===== config.mk =====
export PLATFORM = sky130hd
export DESIGN_NAME = malu_arbiter
export DESIGN_NICKNAME = d
export VERILOG_FILES = /design/src/rtl/malu_pkg.sv /design/src/rtl/malu_core.sv /design/src/rtl/malu_arbiter.sv
export SDC_FILE = /design/constraint.sdc
export NUM_CORES = 1
export LEC_CHECK = 0
export ABC_CLOCK_PERIOD_IN_PS = 2600
export CORE_MARGIN = 8
export CORE_UTILIZATION = 49
export DETAILED_ROUTE_END_ITERATION = 10
export PLACE_DENSITY = 0.83
export SYNTH_ARGS = -nofsm -noshare
export SYNTH_HDL_FRONTEND = slang
export SYNTH_SLANG_ARGS = --single-unit

===== constraint.sdc =====
create_clock -name clk -period 2.6 [get_ports clk]
set_input_delay 0.78 -clock clk [delete_from_list [all_inputs] [get_ports clk]]
set_output_delay 0.78 -clock clk [all_outputs]
set_load 0.05 [all_outputs]

===== src/rtl/malu_pkg.sv =====
// malu_pkg: shared opcodes and FSM state encoding for the malu arbiter and core
package malu_pkg;
  localparam logic [1:0] OP_AND     = 2'd0;
  localparam logic [1:0] OP_OR      = 2'd1;
  localparam logic [1:0] OP_XOR     = 2'd2;
  localparam logic [1:0] OP_ANDMASK = 2'd3;
  typedef enum logic [1:0] {
    S_IDLE = 2'd0,
    S_EXEC = 2'd1,
    S_RESP = 2'd2
  } state_t;
endpackage


===== src/rtl/malu_core.sv =====
// malu_core: combinational four-operation logic unit shared by malu users
module malu_core
  import malu_pkg::*;
#(
  parameter int WIDTH = 4,
  parameter logic [WIDTH-1:0] MASK = WIDTH'(4'b0110)
) (
  input  logic [WIDTH-1:0] a,
  input  logic [WIDTH-1:0] b,
  input  logic [1:0]       op,
  output logic [WIDTH-1:0] y
);
  // select the logic result for the opcode; ANDMASK flips the MASK bits of a&b
  always_comb y = op == OP_AND ? a & b : op == OP_OR ? a | b : op == OP_XOR ? a ^ b : (a & b) ^ MASK;
endmodule


===== src/rtl/malu_arbiter.sv =====
// malu_arbiter: round-robin access to one malu_core with registered, ID-tagged responses
module malu_arbiter
  import malu_pkg::*;
#(
  parameter int WIDTH = 4,
  parameter int NREQ = 2,
  parameter logic [WIDTH-1:0] MASK = WIDTH'(4'b0110),
  localparam int IDW = NREQ > 1 ? $clog2(NREQ) : 1
) (
  input  logic                  clk,
  input  logic                  rst_n,
  input  logic [NREQ-1:0]       req_valid,
  output logic [NREQ-1:0]       req_ready,
  input  logic [NREQ*WIDTH-1:0] req_a,
  input  logic [NREQ*WIDTH-1:0] req_b,
  input  logic [NREQ*2-1:0]     req_op,
  output logic                  resp_valid,
  input  logic                  resp_ready,
  output logic [WIDTH-1:0]      resp_data,
  output logic [IDW-1:0]        resp_id,
  output logic                  busy
);
  state_t state, nxt;
  logic [IDW-1:0] rr_ptr, gnt, id_q, j;
  logic found, accept;
  logic [WIDTH-1:0] a_q, b_q, y;
  logic [1:0] op_q;
  malu_core #(.WIDTH(WIDTH), .MASK(MASK)) u_core (
    .a(a_q),
    .b(b_q),
    .op(op_q),
    .y(y)
  );
  // round-robin search starting just after the last winner; the nearest candidate is assigned last
  always_comb begin
    gnt = '0;
    found = 1'b0;
    j = '0;
    for (int k = NREQ; k >= 1; k--) begin
      j = IDW'((int'(rr_ptr) + k) % NREQ);
      if (req_valid[j]) begin
        found = 1'b1;
        gnt = j;
      end
    end
  end
  assign accept = state == S_IDLE && found;
  assign req_ready = accept && rst_n ? NREQ'(1) << gnt : '0;
  assign busy = state != S_IDLE;
  // next state: accept -> EXEC -> RESP -> IDLE on the response handshake; the spare code falls back to IDLE
  always_comb nxt = state == S_EXEC ? S_RESP : state == S_RESP ? (resp_ready ? S_IDLE : S_RESP) : accept ? S_EXEC : S_IDLE;
  // state register; reset abandons any in-flight operation
  always_ff @(posedge clk or negedge rst_n) begin
    if (!rst_n) state <= S_IDLE;
    else state <= nxt;
  end
  // capture the winner's operands, register the core result, clear valid on the response handshake
  always_ff @(posedge clk or negedge rst_n) begin
    if (!rst_n) begin
      a_q <= '0;
      b_q <= '0;
      op_q <= '0;
      id_q <= '0;
      rr_ptr <= IDW'(NREQ - 1);
      resp_valid <= 1'b0;
      resp_data <= '0;
      resp_id <= '0;
    end else begin
      if (accept) begin
        a_q <= req_a[gnt*WIDTH +: WIDTH];
        b_q <= req_b[gnt*WIDTH +: WIDTH];
        op_q <= req_op[gnt*2 +: 2];
        id_q <= gnt;
        rr_ptr <= gnt;
      end
      if (state == S_EXEC) begin
        resp_data <= y;
        resp_id <= id_q;
        resp_valid <= 1'b1;
      end
      if (state == S_RESP && resp_ready) resp_valid <= 1'b0;
    end
  end
endmodule

==> metrics.txt <==
Avg Cell Area, Syn 11.1 um2; register area share after synthesis 45.0%; global-route usage over all layers 11.9%; Core ar. 2190 um2; Setup Buffers After CTS 0; relative slew slack 66.3%; R2R depth 4; Max Slew Vio Count 0; CP startpoint rst_n; routed via count 872; share of cells above drive strength 1 14.4%; worst path cell trace clkdlybuf4s50_1 -> inv_1 -> nor3_4 -> buf_12; Iter 0 DRT Violations 20; gpl congestion 0.737; total CTS buffers 3; reg2reg setup slack 1.01 ns; Worst path top cell family by delay buffers and inverters; Cells after Synth 100; first drt pass iteration count 2; Clock Root Buffer clkbuf_4; # hold bufs at CTS 0; Worst Max-Slew Pin Slew 0.504 ns; hpwl dp 1890 um; Port Buffers 33; # diodes 0; clock slew seen by the registers of the worst setup and hold paths 0.11 ns; RSZ-0062 raised after global routing no; crit share post-route 96.7%; Worst setup SP type input pin; post-route cell area 1560 um2; clk_lat worst skew 0.29 ns; Leakage 0.751 nW; final net count 173; Max Clock Freq 0.398 GHz; row cnt 17; final setup vio count 0; DP Cell Count 163; Critical-path top delay cell clkdlybuf4s50_1; met3 routed WL 126 um; Crit path depth 4; WL per Instance 14.0 um; total power 0.00181 W; Post-route DRC 0; clk_skew 0.00109 ns; Critical Path End Type primary output; initial antenna violation count 0; initial core utilization 50.9%; area growth from synthesis to layout 40.1%; HP Class reg2reg; power per cell area 1160 nW/um2; final worst path period need 2.51 ns; synth warn 0; Critical Path RT 1.82 ns; setup TNS 0 ns; Post-Syn Area 1110 um2; largest net degree at the start of global routing 20; met2 WL post-DR 1240 um; number of distinct library cells after synthesis 28; most frequent cells in the layout 28 x clkdlybuf4s50_1, 19 x dfrtp_1, 16 x mux2i_1, 13 x inv_1, 8 x ha_1; Met1 Routed Length 942 um; CP arrival 1.73 ns; final cell count without fillers 167; gr ovfl total 0; placed cell area 1520 um2; DRT antenna net count 0; CP Max Fanout 4; Die Wd 63.7 um; Critical Path Sink req_ready[1]; final WL 2330 um; Max H-tree Level 1; clk buf depth 2; Die ar. 4060 um2; most common cell after layout, fill and taps aside clkdlybuf4s50_1; first-pass GRT wire length 4040 um; Avg Vias per Cell 5.22; delay of the slowest critical-path stage 0.53 ns; DIE HEIGHT 63.7 um; syn_nets 133; CP Buf/Inv Count 3; IO Pins 34; Max Cap Violations 0; FF-to-FF Start rr_ptr; Reg-to-Reg End op_q[1]; register bit count reported by yosys 20; clock sinks 20; Worst Path Class, Setup in2out; Worst VDD drop 0.000674 V; endpoints failing hold 0; number of global-route vias before repair 966; TritonCTS clock tree yes; status finished clean; Top Metal Used met4
==> registers in the layout, indices dropped and copies added (netlist names) <==
name        flops
id_q            1
state           2
b_q             4
rr_ptr          1
op_q            2
resp_data       4
resp_id         1
a_q             4
resp_valid      1
==> layer usage <==
layer,vias up,global-route usage (%)
met5,-,0
met4,0,4.18
met3,4,4.06
met2,25,21.9
met1,419,12.3
li1,424,-
==> power breakdown <==
part | internal, W | leakage, nW | switching (W)
combinational | 0.000460 | 0.497 | 0.000583
clock | 0.0000853 | 0.0210 | 0.0000927
sequential | 0.000477 | 0.232 | 0.000115
==> synth_stat cells <==
library cell	count	area, um2
o22a_1	1	8.76
a2bb2oi_1	2	17.5
buf_4	2	15.0
o21ai_0	3	15.0
a21oi_1	3	15.0
mux2_2	3	33.8
buf_2	1	5.00
a31oi_1	3	18.8
and3_1	1	6.26
dfstp_2	1	26.3
xnor2_1	1	8.76
nor2b_1	3	18.8
o21a_1	1	7.51
dfrtp_1	19	475
a21bo_4	1	16.3
inv_1	13	48.8
o22ai_1	1	6.26
nand2b_1	1	6.26
or2_2	1	6.26
nor2_1	5	18.8
o32a_1	1	10.0
ha_1	8	100
nand2_1	3	11.3
nor3b_1	2	15.0
nor3_1	1	5.00
mux2_4	2	30.0
a221oi_1	1	8.76
mux2i_1	16	160
==> logic make-up after synthesis <==
family | Yosys count | share of synthesized area [%]
and+or+nand+nor | 17 | 7.86
AOI/OAI and AO/OA | 17 | 11.1
buffers and inverters | 16 | 6.17
muxes | 21 | 20.1
adders and majority gates | 8 | 8.98
xor gates and xnor gates | 1 | 0.786
DFF | 20 | 45.0
==> worst min-delay path by stage <==
stage                   from          to  slack (ns)  cells after the start
floorplan              rst_n      a_q[0]        0.48                      0
global placement    state[1]  resp_valid        0.49                      1
detailed placement      id_q     resp_id        0.50                      1
CTS                 state[1]  resp_valid        0.52                      1
global route        state[1]  resp_valid        0.55                      1
finish               resp_id     resp_id        0.52                      1
==> timing repair <==
action / CTS / global route
gates cloned: 0 / 0
pin swaps: 0 / 1
gates resized for setup: 4 / 0
setup endpoints to repair: 2 / 1
==> through the flow <==
| step | setup WS, ns | util [%] | hold slack [ns] |
|---|---|---|---|
| floorplan | 0.0142 | - | 0.477 |
| global placement | -0.0727 | 69.5 | 0.486 |
| detailed placement | -0.100 | 69.5 | 0.498 |
| CTS | 0.0217 | 71.3 | 0.516 |
| global route | 0.0498 | 71.3 | 0.547 |
| finish | 0.0860 | 71.3 | 0.521 |
==> area by class of cell <==
cell class                 instances  area, um2
timing repair buffer              38        384
multi-input combinational         64        556
sequential                        20        502
fill                             175        629
clock buffer                       4       36.3
inverter                          13       48.8
tap                               28       35.0
(Power assumes the default switching activity.)
